**config.mk**
```make
export PLATFORM = sky130hd
export DESIGN_NAME = inv_mix_columns_seq
export DESIGN_NICKNAME = d
export VERILOG_FILES = /design/src/rtl/aes_dec_pkg.sv /design/src/rtl/inv_mix_column.sv /design/src/rtl/inv_mix_columns_seq.sv
export SDC_FILE = /design/constraint.sdc
export NUM_CORES = 1
export LEC_CHECK = 0
export BUFFER_PORTS_ARGS = -buffer_cell sky130_fd_sc_hd__buf_2
export CELL_PAD_IN_SITES_DETAIL_PLACEMENT = 1
export CELL_PAD_IN_SITES_GLOBAL_PLACEMENT = 1
export CORE_UTILIZATION = 30
export DETAILED_ROUTE_END_ITERATION = 10
export GPL_TIMING_DRIVEN = 1
export PLACE_DENSITY_LB_ADDON = 0.1
export SLEW_MARGIN = 20
export SYNTH_ARGS = -nofsm -noshare
export SYNTH_HDL_FRONTEND = slang
export SYNTH_SLANG_ARGS = --single-unit
```
**constraint.sdc**
```tcl
create_clock -name clk -period 4.53 [get_ports clk]
set_input_delay 0.2265 -clock clk [delete_from_list [all_inputs] [get_ports clk]]
set_output_delay 0.2265 -clock clk [all_outputs]
set_load 0.01 [all_outputs]
```
**src/rtl/aes_dec_pkg.sv**
```systemverilog
// Shared types and helpers for the AES-128 decrypt datapath.
package aes_dec_pkg;

  typedef logic [127:0] state_t;
  typedef logic [31:0]  col_t;

  typedef enum logic [1:0] {IDLE, BUSY, DONE} invmc_fsm_t;

  localparam logic [7:0] AES_POLY = 8'h1b;

  // x02 multiply in GF(2^8) modulo 0x11b.
  function automatic logic [7:0] xtime(input logic [7:0] b);
    return {b[6:0], 1'b0} ^ (b[7] ? AES_POLY : 8'h00);
  endfunction

endpackage

```
**src/rtl/inv_mix_column.sv**
```systemverilog
// Combinational InvMixColumns of one 32-bit column (byte 0 in bits [31:24]).
module inv_mix_column
  import aes_dec_pkg::*;
(
  input  col_t col_in,
  output col_t col_out
);

  logic [3:0][7:0] a, x2, x4, x8, m9, mb, md, me;

  for (genvar i = 0; i < 4; i++) begin : g_byte
    assign a[i]  = col_in[31-8*i -: 8];
    assign x2[i] = xtime(a[i]);
    assign x4[i] = xtime(x2[i]);
    assign x8[i] = xtime(x4[i]);
    assign m9[i] = x8[i] ^ a[i];
    assign mb[i] = x8[i] ^ x2[i] ^ a[i];
    assign md[i] = x8[i] ^ x4[i] ^ a[i];
    assign me[i] = x8[i] ^ x4[i] ^ x2[i];
  end

  // Each output row is the circulant {0e,0b,0d,09} rotated by the row index.
  for (genvar i = 0; i < 4; i++) begin : g_row
    assign col_out[31-8*i -: 8] = me[i] ^ mb[(i+1)%4] ^ md[(i+2)%4] ^ m9[(i+3)%4];
  end

endmodule

```
**src/rtl/inv_mix_columns_seq.sv**
```systemverilog
// Iterative InvMixColumns: one column per cycle, 5-cycle accept-to-valid latency.
// Optional INVMC_SKIP_EN adds a skip input that passes the state through unchanged.
module inv_mix_columns_seq
  import aes_dec_pkg::*;
(
  input  logic         clk,
  input  logic         rst,
  input  logic         in_valid,
  output logic         in_ready,
  input  logic [127:0] in_state,
  output logic         out_valid,
  input  logic         out_ready,
  output logic [127:0] out_state
`ifdef INVMC_SKIP_EN
  ,
  input  logic         skip
`endif
);

  invmc_fsm_t fsm_q, fsm_d;
  logic [1:0] col_q, col_d;
  state_t     work_q, work_d;
  logic       in_ready_q, out_valid_q;
  col_t       cur_col, imc_col, new_col;

`ifdef INVMC_SKIP_EN
  logic skip_q, skip_d;
`endif

  assign cur_col = work_q[127-32*col_q -: 32];

  inv_mix_column u_imc (
    .col_in  (cur_col),
    .col_out (imc_col)
  );

`ifdef INVMC_SKIP_EN
  // Final decrypt round has no InvMixColumns; keep the timing identical anyway.
  assign new_col = skip_q ? cur_col : imc_col;
`else
  assign new_col = imc_col;
`endif

  always_comb begin
    fsm_d  = fsm_q;
    col_d  = col_q;
    work_d = work_q;
`ifdef INVMC_SKIP_EN
    skip_d = skip_q;
`endif
    case (fsm_q)
      IDLE: begin
        if (in_valid && in_ready_q) begin
          work_d = in_state;
          col_d  = 2'd0;
          fsm_d  = BUSY;
`ifdef INVMC_SKIP_EN
          skip_d = skip;
`endif
        end
      end
      BUSY: begin
        work_d[127-32*col_q -: 32] = new_col;
        col_d = col_q + 2'd1;
        if (col_q == 2'd3) fsm_d = DONE;
      end
      DONE: begin
        if (out_ready) fsm_d = IDLE;
      end
      default: fsm_d = IDLE;
    endcase
  end

  always_ff @(posedge clk) begin
    if (rst) begin
      fsm_q       <= IDLE;
      col_q       <= 2'd0;
      work_q      <= '0;
      in_ready_q  <= 1'b1;
      out_valid_q <= 1'b0;
`ifdef INVMC_SKIP_EN
      skip_q      <= 1'b0;
`endif
    end else begin
      fsm_q       <= fsm_d;
      col_q       <= col_d;
      work_q      <= work_d;
      in_ready_q  <= (fsm_d == IDLE);
      out_valid_q <= (fsm_d == DONE);
`ifdef INVMC_SKIP_EN
      skip_q      <= skip_d;
`endif
    end
  end

  assign in_ready  = in_ready_q;
  assign out_valid = out_valid_q;
  assign out_state = work_q;

endmodule
```
==> key figures <==
Outcome
  • Status: complete, no violations

Synthesis
  • Yosys reg bits: 134
  • Post-synth EDFFs: 0
  • Top FF cell, synth: dfxtp_1
  • Largest family of logic cells by synthesized area: XOR/XNOR gates
  • Synth Area per Inst: 10.0 µm²
  • Ys async rst share: 0%
  • Mapped Cells: 880
  • Sequential share of the synthesized area: 30.4%
  • Dominant cell type by area after synthesis: dfxtp_1
  • Mux share of post-synthesis cell area: 8.16%
  • Largest cells by area after synthesis: dfxtp_1, a221oi_1, xnor2_1, xnor3_1, mux4_2
  • Synth cell count leaders: nor2_1, dfxtp_1, nor3_1, a221oi_1, xnor2_1
  • Synth Area in Compound Gates: 16.0%
  • Synth Area in XOR/XNOR: 27.7%
  • Count leader, synth: nor2_1
  • Unique masters post-synth: 40
  • Post-Synthesis Cell Area: 8840 µm²
  • Top-area cell type share of the netlist area: 30.4%
  • Synth Area in Simple Gates: 12.8%
  • Syn Nets: 1,016
  • Synth Area in Adders: 0.566%
  • Ys Warns: 0

Timing
  • Final WS setup: 0.829 ns
  • Fin crit share: 81.7%
  • Slew Viols, Final: 0
  • Maximum clock frequency: 270 MHz
  • Final hold vios: 0
  • Setup violators final: 0
  • Worst hold slack: 0.0921 ns
  • Max-Slew Margin vs Limit: 32.1%
  • Clock skew: 0.0132 ns
  • Period minus WS final: 3.70 ns
  • Least-Margin Pin Slew: 1.02 ns
  • RSZ-0062 raised after global routing: no
  • Setup_tns: 0 ns

Place
  • Pre-CTS setup slack: 0.793 ns
  • PortBufs: 261
  • DPL Wire Length: 30,100 µm
  • GP Congestion: 0.927
  • Post-Place Cells: 1,458

CTS
  • Root Driver: clkbuf_16
  • Post-CTS sizing: 0
  • CTS Buf Count: 17
  • TritonCTS clock tree: built
  • Hold-fix buffers at CTS: 0
  • CTS Buffer Depth: 2
  • CTS clk-pin slew, worst paths: 0.07 ns
  • H-tree levels: 4
  • Worst-Skew Late Latency: 0.44 ns
  • Clock net sink count: 134
  • Setup bufs post-CTS: 0

Critical path
  • Nature of the critical path startpoint: register
  • Worst EP required: 4.82 ns
  • Critical path's slowest cell: mux4_2
  • Maximum fanout along the worst path: 40
  • CP max stage delay: 0.75 ns
  • Crit Path Class: register to register
  • Critical path, cell by cell: buf_12 -> mux4_2 -> xnor2_2 -> xnor3_1 -> xnor3_1 -> xnor2_1 -> a221oi_1 -> nor3_1
  • Worst Path Arrival: 3.99 ns
  • Reg2Reg Setup Slack: 0.83 ns
  • Endpoint class of the critical path: register
  • CP most frequent cell: xnor3_1

Routing
  • DRT Wirelength: 41,100 µm
  • Via-per-instance ratio: 5.61
  • Drt wl/cell: 27.5 µm
  • Via Count: 8,376
  • DR iter-0 viols: 568
  • Post-DRT Antenna Nets: 0
  • Initial DRT Pass Iterations: 5
  • DRC: 0

GRT
  • First-pass GRT wire length: 60,600 µm
  • GRT Residual Overflow: 0
  • All-Layer GR Usage: 27.4%
  • Initial antenna violation count: 7
  • Largest net degree at the start of global routing: 85
  • Vias in the first global route: 8,785

Finish
  • # fillers: 3,317
  • Nets: 1,229
  • Final cell count without fillers: 1,493
  • Ratio of cells with drive above 1 in the final layout: 35.0%
  • Area growth syn-to-layout: 26.1%

Floorplanning
  • Core Region: 28,900 µm²
  • Die width: 174 µm
  • Starting density of the core: 30.6%
  • Rows: 62
  • Boundary pin count: 262
  • Die height: 174 µm
  • Die area: 30,100 µm²

Flow run
  • Max_cap viols: 0

Pwr
  • Power Density: 814 nW/µm²
  • Lkg Pwr: 4.77 nW
  • VDD IR-drop max: 0.372 mV
  • Final Power: 9.07 mW

Worst hold path
  • Hold Crit Class: primary input to register
==> final cells by class <==
cell class	instances	area [µm²]	share of cell area (%)
Clock inverter	13	196	1.76
Tap cell	384	480	4.31
Clock buffer	18	439	3.94
Sequential cell	134	2690	24.1
Multi-Input combinational cell	656	5820	52.3
Inverter	3	11.3	0.101
Antenna cell	4	10.0	0.0898
Timing Repair Buffer	281	1500	13.4
==> worst paths after layout <==
| kind | from | end | cells past startpoint |
|---|---|---|---|
| min | in_state[35] | out_state[35] | 3 |
| min reg2reg | out_state[30] | out_state[30] | 2 |
| max reg2reg | col_q[0] | out_state[123] | 8 |
| max | col_q[0] | out_state[123] | 8 |
==> through the flow <==
stage	instance area (µm²)	util, %
6_report	11100	38.6
5_1_grt	11100	38.6
4_1_cts	11100	38.6
3_5_place_dp	10500	36.4
3_3_place_gp	10500	36.4
2_1_floorplan	8840	-
==> critical path: cells and delay by family (launching register included) <==
family                 cells  cell delay (ns)
buffers and inverters      1             0.31
XOR/XNOR                   4             1.70
flip-flops                 1             0.34
multiplexers               1             0.75
AND/OR/NAND/NOR            1             0.08
AO/OA/AOI/OAI              1             0.34
==> registers in the layout (all words and copies together) (netlist names) <==
name and cells:
col_q 2, out_valid 1, in_ready 1, out_state 128
fsm_q 2
==> routing by layer <==
metal / wire length [µm] / track usage [%]
met4: 789 / 8.81
met5: 26 / 0
met3: 2500 / 4.50
met2: 19400 / 43.9
met1: 18300 / 37.6
==> where the power goes <==
group / internal [mW] / switching [mW]
clock network: 0.942 / 0.603
logic: 2.53 / 3.53
registers: 1.33 / 0.147
==> logic make-up after synthesis <==
group | Yosys count
AO/OA/AOI/OAI | 177
XOR/XNOR | 185
adder cells (fa/ha/maj) | 4
buffers and inverters | 90
flip-flops | 134
multiplexers | 32
AND/OR/NAND/NOR | 258
==> placed cells by master (no fill, tap or decap), drive strengths merged, types with 9 or more instances in the layout <==
cell type,count
a221oi,104
a21oi,18
xnor3,37
dfxtp,134
buf,281
nor3,104
clkbuf,18
mux4,32
xnor2,108
o21ai,28
a211oi,9
xor2,33
nor2,135
(Power assumes the default switching activity.)
